## src/rtl/posit_pkg.sv

```systemverilog
// posit_pkg: shared width helpers, scaling-factor limits and special posit codes for the encoder.
package posit_pkg;

    typedef struct packed {
        logic sign;
        logic zero;
        logic nar;
    } posit_flags_t;

    function automatic int scale_width(input int n, input int es);
        return es + $clog2(n) + 1;
    endfunction

    // Longest regime (run plus terminator) that can appear inside an n-bit word.
    function automatic int regime_width(input int n);
        return n;
    endfunction

    function automatic int frac_width(input int n);
        return n - 2;
    endfunction

    function automatic int maxsf(input int n, input int es);
        return (n - 2) * (1 << es);
    endfunction

    function automatic int minsf(input int n, input int es);
        return -maxsf(n, es);
    endfunction

    function automatic logic [63:0] nar_code(input int n);
        return 64'd1 << (n - 1);
    endfunction

    function automatic logic [63:0] zero_code(input int n);
        return (n > 0) ? 64'd0 : 64'd0;
    endfunction

    function automatic logic [63:0] maxpos_code(input int n);
        return (64'd1 << (n - 1)) - 64'd1;
    endfunction

    function automatic logic [63:0] minpos_code(input int n);
        return (n > 1) ? 64'd1 : 64'd0;
    endfunction

endpackage

```

## src/rtl/posit_round.sv

```systemverilog
// posit_round: rounds the (n-1)-bit posit magnitude and keeps it within [minpos, maxpos].
// Build option: POSIT_ENCODER_RNE_EN selects round-to-nearest-even; otherwise truncation.
module posit_round #(
    parameter int posit_width = 8
) (
    input  logic [posit_width-2:0] mag,
    input  logic                   guard,
    input  logic                   sticky,
    output logic [posit_width-2:0] mag_rnd
);
    import posit_pkg::*;

    localparam logic [63:0] MAXPOS_W = maxpos_code(posit_width);
    localparam logic [63:0] MINPOS_W = minpos_code(posit_width);

    logic                   round_up;
    logic [posit_width-1:0] sum;

`ifdef POSIT_ENCODER_RNE_EN
    assign round_up = guard & (sticky | mag[0]);
`else
    logic unused_round;
    assign unused_round = guard | sticky;
    assign round_up     = 1'b0;
`endif

    assign sum = {1'b0, mag} + {{(posit_width-1){1'b0}}, round_up};

    // A carry out of the magnitude would land on the NaR code, so it pins to maxpos.
    always_comb begin
        if (sum[posit_width-1]) begin
            mag_rnd = MAXPOS_W[posit_width-2:0];
        end else if (sum[posit_width-2:0] == '0) begin
            mag_rnd = MINPOS_W[posit_width-2:0];
        end else begin
            mag_rnd = sum[posit_width-2:0];
        end
    end

endmodule

```

## src/rtl/posit_encoder.sv

```systemverilog
// posit_encoder: packs sign, scaling factor and fraction into an n-bit posit (2-stage pipeline).
// Build option: POSIT_ENCODER_RNE_EN selects round-to-nearest-even; default is truncation.
module posit_encoder #(
    parameter int  posit_width = 8,
    parameter int  es          = 1,
    localparam int scale_width = posit_pkg::scale_width(posit_width, es)
) (
    input  logic                   clk,
    input  logic                   reset,
    input  logic                   in_valid,
    output logic                   in_ready,
    input  logic                   in_sign,
    input  logic [scale_width-1:0] in_sf,
    input  logic [posit_width-1:0] in_frac,
    input  logic                   in_zero,
    input  logic                   in_exception,
    output logic                   out_valid,
    input  logic                   out_ready,
    output logic [posit_width-1:0] posit_out
);
    import posit_pkg::*;

    localparam int MAG_W  = posit_width - 1;
    localparam int TAIL_W = es + frac_width(posit_width);
    localparam int STR_W  = regime_width(posit_width) + TAIL_W + 2;
    localparam int PAD_W  = STR_W - TAIL_W;

    localparam logic signed [scale_width-1:0] MAXSF = scale_width'(maxsf(posit_width, es));
    localparam logic signed [scale_width-1:0] MINSF = scale_width'(minsf(posit_width, es));

    localparam logic [63:0] NAR_W    = nar_code(posit_width);
    localparam logic [63:0] ZERO_W   = zero_code(posit_width);
    localparam logic [63:0] MAXPOS_W = maxpos_code(posit_width);
    localparam logic [63:0] MINPOS_W = minpos_code(posit_width);

    localparam logic [STR_W-1:0] TOP_ONE  = {1'b1, {(STR_W-1){1'b0}}};
    localparam logic [STR_W-1:0] ALL_ONES = '1;

    logic                          s1_valid;
    posit_flags_t                  s1_flags;
    logic [MAG_W-1:0]              s1_mag;
    logic                          s1_guard;
    logic                          s1_sticky;
    logic                          s2_valid;

    logic                          s1_adv;
    logic                          s2_adv;

    logic signed [scale_width-1:0] sf_s;
    logic signed [scale_width-1:0] k;
    logic [scale_width-1:0]        k_u;
    logic [scale_width-1:0]        rlen;
    logic [STR_W-1:0]              regime;
    logic [STR_W-1:0]              str;
    logic [MAG_W-1:0]              mag_c;
    logic                          guard_c;
    logic                          sticky_c;

    logic [MAG_W-1:0]              mag_rnd;
    logic [posit_width-1:0]        mag_full;
    logic [posit_width-1:0]        enc;

    logic                          unused_hidden;
    assign unused_hidden = in_frac[posit_width-1];

    assign s2_adv    = !s2_valid || out_ready;
    assign s1_adv    = !s1_valid || s2_adv;
    assign in_ready  = s1_adv;
    assign out_valid = s2_valid;

    // Stage 1: regime run, exponent and fraction laid out MSB-first; the word takes the top n-1 bits.
    always_comb begin
        sf_s     = $signed(in_sf);
        k        = sf_s >>> es;
        k_u      = k;
        rlen     = k[scale_width-1] ? (~k_u + scale_width'(2)) : (k_u + scale_width'(2));
        regime   = k[scale_width-1] ? (TOP_ONE >> (rlen - scale_width'(1)))
                                    : ~(ALL_ONES >> (rlen - scale_width'(1)));
        str      = regime | ({in_sf[es-1:0], in_frac[posit_width-2:1], {PAD_W{1'b0}}} >> rlen);
        mag_c    = str[STR_W-1 -: MAG_W];
        guard_c  = str[STR_W-posit_width];
        sticky_c = (|str[STR_W-posit_width-1:0]) | in_frac[0];
        if (sf_s > MAXSF) begin
            mag_c    = MAXPOS_W[MAG_W-1:0];
            guard_c  = 1'b0;
            sticky_c = 1'b0;
        end else if (sf_s < MINSF) begin
            mag_c    = MINPOS_W[MAG_W-1:0];
            guard_c  = 1'b0;
            sticky_c = 1'b0;
        end
    end

    posit_round #(
        .posit_width (posit_width)
    ) u_round (
        .mag     (s1_mag),
        .guard   (s1_guard),
        .sticky  (s1_sticky),
        .mag_rnd (mag_rnd)
    );

    // Stage 2: sign applied as two's complement of {0, magnitude}; NaR outranks zero.
    always_comb begin
        mag_full = {1'b0, mag_rnd};
        enc      = s1_flags.sign ? (~mag_full + posit_width'(1)) : mag_full;
        if (s1_flags.nar) begin
            enc = NAR_W[posit_width-1:0];
        end else if (s1_flags.zero) begin
            enc = ZERO_W[posit_width-1:0];
        end
    end

    always_ff @(posedge clk or posedge reset) begin
        if (reset) begin
            s1_valid  <= 1'b0;
            s1_flags  <= '0;
            s1_mag    <= '0;
            s1_guard  <= 1'b0;
            s1_sticky <= 1'b0;
            s2_valid  <= 1'b0;
            posit_out <= '0;
        end else begin
            if (s1_adv) begin
                s1_valid <= in_valid;
                if (in_valid) begin
                    s1_flags.sign <= in_sign;
                    s1_flags.zero <= in_zero;
                    s1_flags.nar  <= in_exception;
                    s1_mag        <= mag_c;
                    s1_guard      <= guard_c;
                    s1_sticky     <= sticky_c;
                end
            end
            if (s2_adv) begin
                s2_valid <= s1_valid;
                if (s1_valid) begin
                    posit_out <= enc;
                end
            end
        end
    end

endmodule

```

## config.mk

```make
export PLATFORM = sky130hd
export DESIGN_NAME = posit_encoder
export DESIGN_NICKNAME = d
export VERILOG_FILES = /design/src/rtl/posit_pkg.sv /design/src/rtl/posit_round.sv /design/src/rtl/posit_encoder.sv
export SDC_FILE = /design/constraint.sdc
export NUM_CORES = 1
export LEC_CHECK = 0
export BUFFER_PORTS_ARGS = -buffer_cell sky130_fd_sc_hd__buf_2
export CAP_MARGIN = 10
export CORE_MARGIN = 1.5
export CORE_UTILIZATION = 47
export CTS_CLUSTER_SIZE = 28
export DETAILED_ROUTE_END_ITERATION = 12
export GPL_TIMING_DRIVEN = 0
export HOLD_SLACK_MARGIN = 0.02
export PLACE_DENSITY = 0.74
export REMOVE_ABC_BUFFERS = 1
export SYNTH_ARGS = -nofsm -noshare
export SYNTH_HDL_FRONTEND = slang
export SYNTH_SLANG_ARGS = --single-unit
```

## constraint.sdc

```tcl
create_clock -name clk -period 5.3 [get_ports clk]
set_input_delay 1.06 -clock clk [delete_from_list [all_inputs] [get_ports clk]]
set_output_delay 1.06 -clock clk [all_outputs]
set_load 0.03 [all_outputs]
```

# Word-level counts from Yosys, hierarchy flattened
# Index checks and enable logic that the tools add are counted.
[totals] mem_count=0 elab_cells=35 mem_bits_rw=0 in_bits=20 output_inout_bits=10 reg_bits=20 romBits=0 latch_bits=0
[classes] n_mux=8 reduce_logical=7 n_eq_ne=0 n_mul=0 order_cmp=2 bitwise_logic=4 addsub=4 div_mod_pow=0 n_shift=3
[op_table] cell="right shift 17 x 5 -> 17 bit, first input constant" n=2
[op_table] cell="two-way mux 8 bit" n=3
[op_table] cell="two-way mux 7 bit" n=3
[op_table] cell="two-way mux 17 bit" n=1
[op_table] cell="inverter 17 bit" n=1
[op_table] cell="OR 17 bit" n=1
[op_table] cell="right shift 17 x 5 -> 17 bit" n=1
[op_table] cell="adder 8 x 1 -> 8 bit, second input constant" n=1
[op_table] cell="inverter 7 -> 8 bit" n=1
[op_table] cell="logical NOT 7 bit" n=1
[op_table] cell="adder 4 x 3 -> 5 bit, second input constant" n=1
[op_table] cell="adder 5 x 2 -> 5 bit, second input constant" n=1
[op_table] cell="> comparator 5 bit, second input constant" n=1
[op_table] cell="< comparator 5 bit, second input constant" n=1
[op_table] cell="two-way mux 5 bit" n=1
[op_table] cell="inverter 5 bit" n=1
[op_table] cell="subtractor 5 x 1 -> 5 bit, second input constant" n=1
[op_table] cell="AND reduction 2 bit" n=2
[op_table] cell="logical NOT 1 bit" n=2
[op_table] cell="logical OR 1 bit" n=2

# Longest topological paths before layout
# Gate-level depths: netlist of the first run.
[logic_depth] depth_word=10 mapped_depth=11 depth_no_buf=10

# Modules after synthesis
# A second synthesis of the first run with hierarchy kept.
[unflattened] cells_unflattened=293 hier_area_um2=2270.9
[by_module_without_submodules] module="posit_encoder" area_per_inst_um2=2230.9 cells_each=284 seq_area_each_um2=550.5 instances=1
[by_module_without_submodules] module="posit_round" area_per_inst_um2=40.0 cells_each=9 seq_area_each_um2=0.0 instances=1

# Worst setup path before layout of the first run
# OpenSTA, ideal clock, no wires.
[synth_path] path_kind="input to register" from="in in_sf[4]" to="reg s1_mag[6]" t_arrival_ns=2.954 cell_stages=11 n_path_buf=2 setup_ns=0.124 setup_slack_ns=2.222 t_required_ns=5.176 path_cell_list="buf_6 buf_6 nand2_1 nand2_1 ha_1 ha_1 o21bai_1 a31oi_2 nand2_1 xor2_1 o31a_1"
[synth_between] elab_chain_len=10 word_cells_on_any_way=15 classes_between="3 x add/sub; 2 x order compare; 3 x shift; 4 x mux; 3 x bitwise"
[synth_lines] element="from (decl)" line="posit_encoder.sv:13" source="input logic [scale_width-1:0] in_sf,"
[synth_lines] element="inverter 5 bit" line="posit_encoder.sv:76" source="rlen = k[scale_width-1] ? (~k_u + scale_width'(2)) : (k_u + scale_width'(2));"
[synth_lines] element="adder 5 x 2 -> 5 bit" line="posit_encoder.sv:76"
[synth_lines] element="two-way mux 5 bit" line="posit_encoder.sv:76"
[synth_lines] element="subtractor 5 x 1 -> 5 bit" line="posit_encoder.sv:77, posit_encoder.sv:78"
[synth_lines] element="right shift 17 x 5 -> 17 bit" line="posit_encoder.sv:78" source=": ~(ALL_ONES >> (rlen - scale_width'(1)));"
[synth_lines] element="inverter 17 bit" line="posit_encoder.sv:78"
[synth_lines] element="two-way mux 17 bit" line="posit_encoder.sv:77" source="regime = k[scale_width-1] ? (TOP_ONE >> (rlen - scale_width'(1)))"
[synth_lines] element="OR 17 bit" line="posit_encoder.sv:79" source="str = regime | ({in_sf[es-1:0], in_frac[posit_width-2:1], {PAD_W{1'b0}}} >> rlen);"
[synth_lines] element="two-way mux 7 bit" line="posit_encoder.sv:87" source="end else if (sf_s < MINSF) begin"
[synth_lines] element="two-way mux 7 bit (*)" line="posit_encoder.sv:83" source="if (sf_s > MAXSF) begin"
[synth_lines] element="to (signal assigned)" line="posit_encoder.sv:130" source="s1_mag <= mag_c;"
[synth_lines] element="to (decl)" line="posit_encoder.sv:41" source="logic [MAG_W-1:0] s1_mag;"
# Every way passes the cells marked *; elsewhere a longest branch is shown, timed or not.
# A chain may end at the register's enable or synchronous reset.

# Final worst setup path of the first run
# Same ends and word-level chain as after synthesis.

==> flow_summary.json, run 1 <==
{
  "cts.repair.resized": 0,
  "ys_warn_count": 0,
  "grt_usage": 0.202,
  "vias": 1525,
  "synth_cell_types": 52,
  "root_buffer": "clkbuf_8",
  "path_cells": "buf_2, nand2_1, nand2_1, ha_1, ha_1, o21bai_1, a31oi_2, nand2_1, xor2_1, o31a_1",
  "area_growth_pct": 10.0,
  "numPortBuffers": 27,
  "synth_seq_area_share": 0.289,
  "cts_buffers": 3,
  "final_common_cell": "nand2_1",
  "wire_per_inst_um": 13.6,
  "clockPowerShare": 0.215,
  "dp_hpwl_um": 2830,
  "cp_data_required_time_ps": 5450,
  "sw_frac_of_total": 0.380,
  "cell_internal_pwr_w": 0.000329,
  "p_switching_w": 0.000202,
  "slowest_delay_ps": 500,
  "drt_iter0_drc": 72,
  "via_per_inst": 5.69,
  "sequentialPowerShare": 0.392,
  "grt_max_degree": 35,
  "final_max_slew_viol_count": 0,
  "clkTransAtPathRegs_ps": 70,
  "postCtsSetupBuffers": 0,
  "rows": 21,
  "fin_crit_sh": 0.644,
  "synth_seq_cells": 20,
  "ys.flop_type": "dfrtp_1",
  "dr.pass1.iters": 4,
  "final-setup-viol-count": 0,
  "postSynthCellCount": 203,
  "start_util": 0.503,
  "core_um2": 3440,
  "cp_num_buf_inv": 1,
  "h-tree-depth": 1,
  "critical_path.max_fanout": 34,
  "wl_um": 3650,
  "ant_nets": 0,
  "synth.top_cell.area_share": 0.289,
  "most-common-layout-cells": "nand2_1 (29), buf_2 (27), dfrtp_1 (20), o21ai_0 (14), nor2_1 (14)",
  "ioPinCount": 30,
  "whs_ps": 474,
  "grt_pass1_vias": 1490,
  "cap_violations": 0,
  "start_kind": "input pin",
  "cts_hold_buf": 0,
  "synth_area_um2": 1730,
  "fmax_ghz": 0.293,
  "cpMostUsedCell": "nand2_1",
  "fp.dieH_um": 63.7,
  "cp.arrival_ps": 3560,
  "finalNetCount": 252,
  "diodes": 0,
  "outcome": "completed",
  "gr-total-overflow": 0,
  "fin_tns_setup_ps": 0,
  "vdd_drop_max_v": 0.000106,
  "rsz0062_at_grt": "false",
  "die_area_um2": 4060,
  "drive_gt1_frac": 0.180,
  "cellPowerDensity_nw_per_um2": 279,
  "worst_slew_pin_slew_ps": 729,
  "grt_pass1_wl_um": 6590,
  "finalCriticalPeriod_ps": 3410,
  "ys_top_cells_by_area": "dfrtp_1 (29%), mux2i_1 (6.9%), ha_1 (6.5%)",
  "yosysTopAreaCell": "dfrtp_1",
  "antenna_found_initial": 0,
  "crit_type": "in2reg",
  "clkLatencyLatePin_ps": 260,
  "synthArstFlopShare": 1.00,
  "worst_path_max_delay_cell": "buf_2",
  "end_kind": "flop",
  "critical-path-top-delay-family": "compound AO/OA/AOI/OAI gates",
  "p_leak_nw": 0.860,
  "avgSynthCellArea_um2": 8.54,
  "finClkSkew_ps": 0.516,
  "comb_power_share": 0.393,
  "hold_viol_final": 0,
  "clk_path_buf_depth": 2,
  "die_x_um": 63.7,
  "cts_tree": "built",
  "cts.sinks": 20,
  "synth_edf_count": 0,
  "drc": 0,
  "hold_class": "reg2reg",
  "relSlewSlack": 0.513,
  "gp_congestion": 0.913
}
kinds of logic after synthesis:
group	share of synthesized area
and+or+nand+nor	0.201
DFF	0.289
buffers and inverters	0.0621
muxes	0.123
adders and majority gates	0.0650
AOI/OAI and AO/OA	0.220
xor gates and xnor gates	0.0412
path summary, 6_finish.rpt:
kind	from	to	slack [ps]	depth (start not counted)
setup / recovery	in_sf[4]	s1_mag[6]	1890	10
hold / removal	posit_out[5]	posit_out[5]	470	2
setup reg to reg	s1_mag[3]	posit_out[4]	3300	8
hold reg to reg	posit_out[5]	posit_out[5]	470	2
max in group asynchronous	reset	s1_mag[0]	3930	2
min in group asynchronous	reset	posit_out[4]	910	2
flip-flops by register name (all words and copies together), names as in the netlist:
name and count:
s1_flags 3, s1_mag 7, s1_valid 1, posit_out 8, out_valid 1
layout make-up:
| class | count | area, um2 |
|---|---|---|
| fillers | 347 | 1540 |
| inverters | 9 | 33.8 |
| multi-input cells | 162 | 1120 |
| repair buffers | 27 | 135 |
| well taps | 46 | 57.6 |
| flip-flops and latches | 20 | 500 |
| clock buffers | 4 | 55.1 |
cells in the mapped netlist, types with 4 or more instances:
| library cell | count |
|---|---|
| o21ai_0 | 14 |
| inv_1 | 8 |
| nor3_1 | 6 |
| nand2b_1 | 7 |
| dfrtp_1 | 20 |
| o21ai_1 | 6 |
| mux2i_1 | 12 |
| a21oi_1 | 11 |
| or3_1 | 4 |
| ha_1 | 9 |
| nor2_1 | 14 |
| clkbuf_1 | 5 |
| xor2_1 | 4 |
| nand2_1 | 29 |
per-layer routing:
| metal | vias up | wire length (um) | track usage |
|---|---|---|---|
| met4 | 0 | 57 | 0.0978 |
| li1 | 766 | - | - |
| met3 | 6 | 145 | 0.0179 |
| met1 | 709 | 1610 | 0.250 |
| met5 | - | 0 | 0 |
| met2 | 44 | 1840 | 0.351 |
metrics by stage:
step                total power (W)  cells  cell area [um2]   util  worst slack, ps
finish                     0.000531    268             1910  0.554             1890
global placement           0.000414    264             1850  0.538             1720
detailed placement         0.000420    264             1850  0.538             1630
CTS                        0.000535    268             1910  0.554             1910
global route               0.000571    268             1910  0.554             1660
floorplan                  0.000357    191             1660      -             2430
tightest hold or removal path, delay by kind of cell (launching register included):
kind               cells  cell delay, ps
DFF                    1             340
and+or+nand+nor        1              50
AOI/OAI and AO/OA      1              50
power groups by stage:
stage | Sequential, W | Clock, W | Combinational, W
floorplan | 0.000238 | 0 | 0.000119
global placement | 0.000209 | 0 | 0.000205
detailed placement | 0.000211 | 0 | 0.000209
CTS | 0.000208 | 0.000118 | 0.000210
global route | 0.000214 | 0.000124 | 0.000233
finish | 0.000208 | 0.000114 | 0.000209
(Power assumes the default switching activity.)
==> run 2, diff against run 1 <==
--- a/config.mk
+++ b/config.mk
@@ -5,6 +5,7 @@
 export SDC_FILE = /design/constraint.sdc
 export NUM_CORES = 1
 export LEC_CHECK = 0
+export ABC_AREA = 1
 export BUFFER_PORTS_ARGS = -buffer_cell sky130_fd_sc_hd__buf_2
 export CAP_MARGIN = 10
 export CORE_MARGIN = 1.5
==> constraint.sdc (replaced) <==
create_clock -name clk -period 3.4 [get_ports clk]
set_input_delay 0.68 -clock clk [delete_from_list [all_inputs] [get_ports clk]]
set_output_delay 0.68 -clock clk [all_outputs]
set_load 0.03 [all_outputs]
==> run 2 against run 1 <==
Effect of this change:
- setup slack got worse by 980 ps
- via count rose by 1.7%
- clock skew barely moved
- die area fell by 1.6%
- combinational power rose by 77%
- core utilization fell by 0.42 points
- first-iteration DRC count fell by 36%
==> flow_summary.json, run 2 <==
{
  "h-tree-depth": 1,
  "rows": 21,
  "crit_type": "in2reg",
  "most-common-layout-cells": "nand2_1 (66), inv_1 (29), buf_2 (27), dfrtp_1 (20), nor2_1 (19)",
  "synth_area_um2": 1700,
  "fmax_ghz": 0.401,
  "grt_pass1_vias": 1478,
  "postSynthCellCount": 238,
  "postCtsSetupBuffers": 0,
  "gr-total-overflow": 0,
  "cp_data_required_time_ps": 3560,
  "outcome": "completed",
  "vias": 1551,
  "synth_cell_types": 29,
  "cts_hold_buf": 0,
  "dp.cells": 305,
  "clkLatencyLatePin_ps": 290,
  "drive_gt1_frac": 0.206,
  "vdd_drop_max_v": 0.000130,
  "synth_edf_count": 0,
  "top_regs": "posit_out (8), s1_mag (7), s1_flags (3)",
  "worst-r2r-cell-count": 11,
  "hold_viol_final": 0,
  "start_util": 0.499,
  "drt_iter0_drc": 46,
  "diodes": 0,
  "yosysTopAreaCell": "dfrtp_1",
  "wl_um": 3290,
  "dr.pass1.iters": 4,
  "final_util": 0.550,
  "worst_slew_pin_slew_ps": 707,
  "grt_max_degree": 21,
  "die_area_um2": 4000,
  "synth.top_cell.area_share": 0.294,
  "rr_endpoint": "posit_out[6]",
  "ant_nets": 0,
  "grt_pass1_wl_um": 5900,
  "cts.sinks": 20,
  "gp_congestion": 0.837,
  "synthArstFlopShare": 1.00,
  "largest-register": "posit_out",
  "final-setup-viol-count": 0,
  "cp.arrival_ps": 2660,
  "instances_no_fill": 308,
  "ys_top_cells_by_area": "dfrtp_1 (29%), nand2_1 (15%), ha_1 (6.6%)",
  "cellPowerDensity_nw_per_um2": 428,
  "rsz0062_at_grt": "false",
  "synth_seq_cells": 20,
  "end_kind": "flop",
  "yosysMostFrequentCell": "nand2_1",
  "dp_hpwl_um": 2670,
  "start_kind": "input pin",
  "core_um2": 3420,
  "die_x_um": 63.2,
  "synth_seq_area_share": 0.294,
  "area_growth_pct": 10.2,
  "clk_path_buf_depth": 2,
  "relSlewSlack": 0.528,
  "r2r_slack_ps": 1680,
  "p_leak_nw": 1.00,
  "largest_reg_flops": 8,
  "numPortBuffers": 27,
  "avgSynthCellArea_um2": 7.16,
  "cts_tree": "built",
  "via_per_inst": 5.04,
  "clkTransAtPathRegs_ps": 100,
  "critical_path.max_fanout": 13,
  "fin_crit_sh": 0.734,
  "cts.repair.resized": 0,
  "grt_usage": 0.179,
  "fin_tns_setup_ps": 0,
  "finalNetCount": 293,
  "ys_warn_count": 0,
  "finalCriticalPeriod_ps": 2500,
  "r2r_start": "s1_mag[3]",
  "final_max_slew_viol_count": 0,
  "fp.dieH_um": 63.2,
  "cap_violations": 0,
  "finClkSkew_ps": 1.01,
  "final_common_cell": "nand2_1",
  "fillers": 362,
  "wire_per_inst_um": 10.7,
  "ys.flop_type": "dfrtp_1",
  "drc": 0,
  "cts_buffers": 3,
  "ioPinCount": 30,
  "hold_class": "in2async",
  "root_buffer": "clkbuf_4",
  "netlist_top_cells_count": "nand2_1 (66), inv_1 (29), dfrtp_1 (20), nor2_1 (19), nand3_1 (17)",
  "antenna_found_initial": 0
}
-- run 2: how the worst max path moves through the flow --
stage                           end  startpoint  cells past startpoint  slack, ps
after global routing      s1_mag[4]    in_sf[4]                     14        780
after detailed placement  s1_mag[6]    in_sf[4]                     14        610
after CTS                 s1_mag[6]    in_sf[4]                     14        930
final                     s1_mag[6]    in_sf[4]                     14        900
after global placement    s1_mag[6]    in_sf[4]                     14        600
after floorplan           s1_mag[6]    in_sf[4]                     13       1080
-- run 2: per-layer routing --
metal / track usage / vias up / part of all wire
met3: 0.0107 / 4 / 0.026
met4: 0.0652 / 0 / 0.010
met5: 0 / - / 0
met2: 0.350 / 28 / 0.50
li1: - / 818 / -
met1: 0.204 / 701 / 0.46
-- run 2: report_power, final --
group / total, W / internal (W) / switching [W]
registers: 0.000330 / 0.000294 / 0.0000367
clock network: 0.000105 / 0.0000412 / 0.0000635
logic: 0.000369 / 0.000120 / 0.000250
total: 0.000804 / 0.000454 / 0.000350
-- run 2: kinds of logic (layout without fill, tap and decap cells) --
logic type / after synthesis / in the layout / share of synthesized area
AO/OA/AOI/OAI: 39 / 39 / 0.129
XOR/XNOR: 1 / 1 / 0.00514
adder cells (fa/ha/maj): 9 / 9 / 0.0661
buffers and inverters: 39 / 63 / 0.0984
flip-flops: 20 / 20 / 0.294
AND/OR/NAND/NOR: 130 / 130 / 0.407
-- run 2: stage by stage --
step / hold slack [ps] / instance area (um2) / power (W) / worst slack [ps]
4_1_cts: 496 / 1880 / 0.000811 / 932
3_3_place_gp: 464 / 1860 / 0.000697 / 604
5_1_grt: 523 / 1880 / 0.000875 / 775
3_5_place_dp: 472 / 1860 / 0.000706 / 614
6_report: 487 / 1880 / 0.000804 / 905
2_1_floorplan: 473 / 1660 / 0.000610 / 1080
-- run 2: layout make-up --
cell class | count | area (um2) | area share
Multi-Input combinational cell | 179 | 1040 | 0.552
Sequential cell | 20 | 500 | 0.266
Timing Repair Buffer | 27 | 135 | 0.0720
Inverter | 33 | 126 | 0.0673
Tap cell | 46 | 57.6 | 0.0306
Clock buffer | 3 | 22.5 | 0.0120
-- run 2: critical path, cell delays in order --
cell	delay, ps
buf_2	240
inv_2	170
nand2_4	120
nand2_8	90
ha_1	300
ha_1	370
inv_1	140
nand2_4	60
nor2_4	130
nand3_1	80
nand2_1	80
nand2_1	70
nand2_1	60
a21oi_1	60
==> run 3, diff against run 2 <==
--- a/config.mk
+++ b/config.mk
@@ -14,7 +14,7 @@
 export DETAILED_ROUTE_END_ITERATION = 12
 export GPL_TIMING_DRIVEN = 0
 export HOLD_SLACK_MARGIN = 0.02
-export PLACE_DENSITY = 0.74
+export PLACE_DENSITY = 0.77
 export REMOVE_ABC_BUFFERS = 1
 export SYNTH_ARGS = -nofsm -noshare
 export SYNTH_HDL_FRONTEND = slang
==> constraint.sdc (replaced) <==
create_clock -name clk -period 2.23 [get_ports clk]
set_input_delay 0.446 -clock clk [delete_from_list [all_inputs] [get_ports clk]]
set_output_delay 0.446 -clock clk [all_outputs]
set_load 0.03 [all_outputs]
==> run 3 against run 2 <==
Effect of this change:
- clock power rose by 57%
- setup slack worse by 720 ps
- worst hold slack got worse by 240 ps
- critical path type unchanged
- critical endpoint unchanged
==> flow_summary.json, run 3 (synthesis results as in run 2) <==
{
  "cp_data_required_time_ps": 2400,
  "rows": 21,
  "die_x_um": 63.2,
  "cts.sinks": 20,
  "relSlewSlack": 0.516,
  "root_buffer": "clkbuf_4",
  "final_max_slew_viol_count": 0,
  "cp.arrival_ps": 2210,
  "cts_buffers": 3,
  "end_kind": "flop",
  "clkTransAtPathRegs_ps": 100,
  "gr-total-overflow": 0,
  "finalNetCount": 293,
  "drc": 0,
  "finalCriticalPeriod_ps": 2050,
  "dp_hpwl_um": 2610,
  "critical_path.max_fanout": 13,
  "drive_gt1_frac": 0.210,
  "ant_nets": 0,
  "drt_iter0_drc": 70,
  "area_growth_pct": 10.6,
  "grt_usage": 0.179,
  "final_common_cell": "nand2_1",
  "start_util": 0.499,
  "cellPowerDensity_nw_per_um2": 654,
  "worst_slew_pin_slew_ps": 726,
  "wl_um": 3340,
  "p_leak_nw": 0.999,
  "core_um2": 3420,
  "final-setup-viol-count": 0,
  "clk_path_buf_depth": 2,
  "fp.dieH_um": 63.2,
  "hold_viol_final": 0,
  "most-common-layout-cells": "nand2_1 (66), inv_1 (29), buf_2 (26), dfrtp_1 (20), nor2_1 (19)",
  "crit_type": "in2reg",
  "numPortBuffers": 27,
  "largest-register": "posit_out",
  "largest_reg_flops": 8,
  "top_regs": "posit_out (8), s1_mag (7), s1_flags (3)",
  "clkLatencyLatePin_ps": 300,
  "wire_per_inst_um": 10.8,
  "fin_crit_sh": 0.918,
  "h-tree-depth": 1,
  "dp_slack_ps": -336,
  "dp.cells": 305,
  "instances_no_fill": 308,
  "antenna_found_initial": 0,
  "whs_ps": 248,
  "hold_class": "in2async",
  "setup_ws_ps": 183,
  "die_area_um2": 4000,
  "cts_tree": "built",
  "postCtsSetupBuffers": 0,
  "grt_pass1_vias": 1460,
  "ioPinCount": 30,
  "finClkSkew_ps": 6.34,
  "fmax_ghz": 0.488,
  "start_kind": "input pin",
  "vias": 1541,
  "grt_max_degree": 21,
  "diodes": 0,
  "vdd_drop_max_v": 0.000209,
  "dr.pass1.iters": 4,
  "grt_pass1_wl_um": 5900,
  "cap_violations": 0,
  "via_per_inst": 5.00,
  "rsz0062_at_grt": "false",
  "gp_congestion": 0.842,
  "outcome": "completed"
}
[run 3: cell counts in the layout (fill, tap and decap cells not counted)]
Identical to the previous run, type by type.
[run 3: critical path: stages]
cell	delay, ps
buf_4	170
nand2_1	190
nand2_8	130
ha_2	250
ha_1	360
inv_1	140
nand2_4	60
nor2_4	130
nand3_1	80
nand2_1	70
nand2_1	60
nand2_1	60
a21oi_1	60
[run 3: power by group]
group	total, W	internal [W]	leakage (nW)	switching, W
logic	0.000563	0.000183	0.745	0.000380
clock network	0.000165	0.0000630	0.0138	0.000102
registers	0.000505	0.000448	0.240	0.0000577
total	0.00123	0.000694	0.999	0.000539
[run 3: final timing paths]
path,cells after the start,startpoint,endpoint,slack (ps)
setup / recovery,13,in_sf[4],s1_mag[6],180
hold / removal,2,reset,posit_out[2],250
setup reg to reg,11,s1_mag[2],posit_out[6],470
hold reg to reg,2,posit_out[7],posit_out[7],490
max in group asynchronous,2,reset,s1_mag[5],1520
min in group clk,3,in_exception,s1_flags[0],340
[run 3: cell type report]
class | instances | area (um2)
Tap cell | 46 | 57.6
Multi-Input combinational cell | 179 | 1040
Clock buffer | 3 | 22.5
Fill cell | 363 | 1530
Inverter | 33 | 129
Timing Repair Buffer | 27 | 138
Sequential cell | 20 | 500
[run 3: per-stage QoR]
step | cell area, um2 | setup TNS (ps) | total power, W | utilization
after global routing | 1890 | 0 | 0.00133 | 0.552
after floorplan | 1660 | 0 | 0.000929 | -
after global placement | 1860 | -1540 | 0.00106 | 0.543
after CTS | 1880 | 0 | 0.00124 | 0.551
after detailed placement | 1860 | -1560 | 0.00107 | 0.543
final | 1890 | 0 | 0.00123 | 0.552
[run 3: repair_timing]
action / CTS / global route
hold buffers: 0 / 0
gates resized for setup: 1 / 3
setup endpoints to repair: 3 / 4
[run 3: routing by layer]
metal	vias up	global-route usage	routed length, um
met5	-	0	0
met4	0	0.0598	44
met3	5	0.0179	95
met2	33	0.347	1720
met1	683	0.204	1480
li1	820	-	-
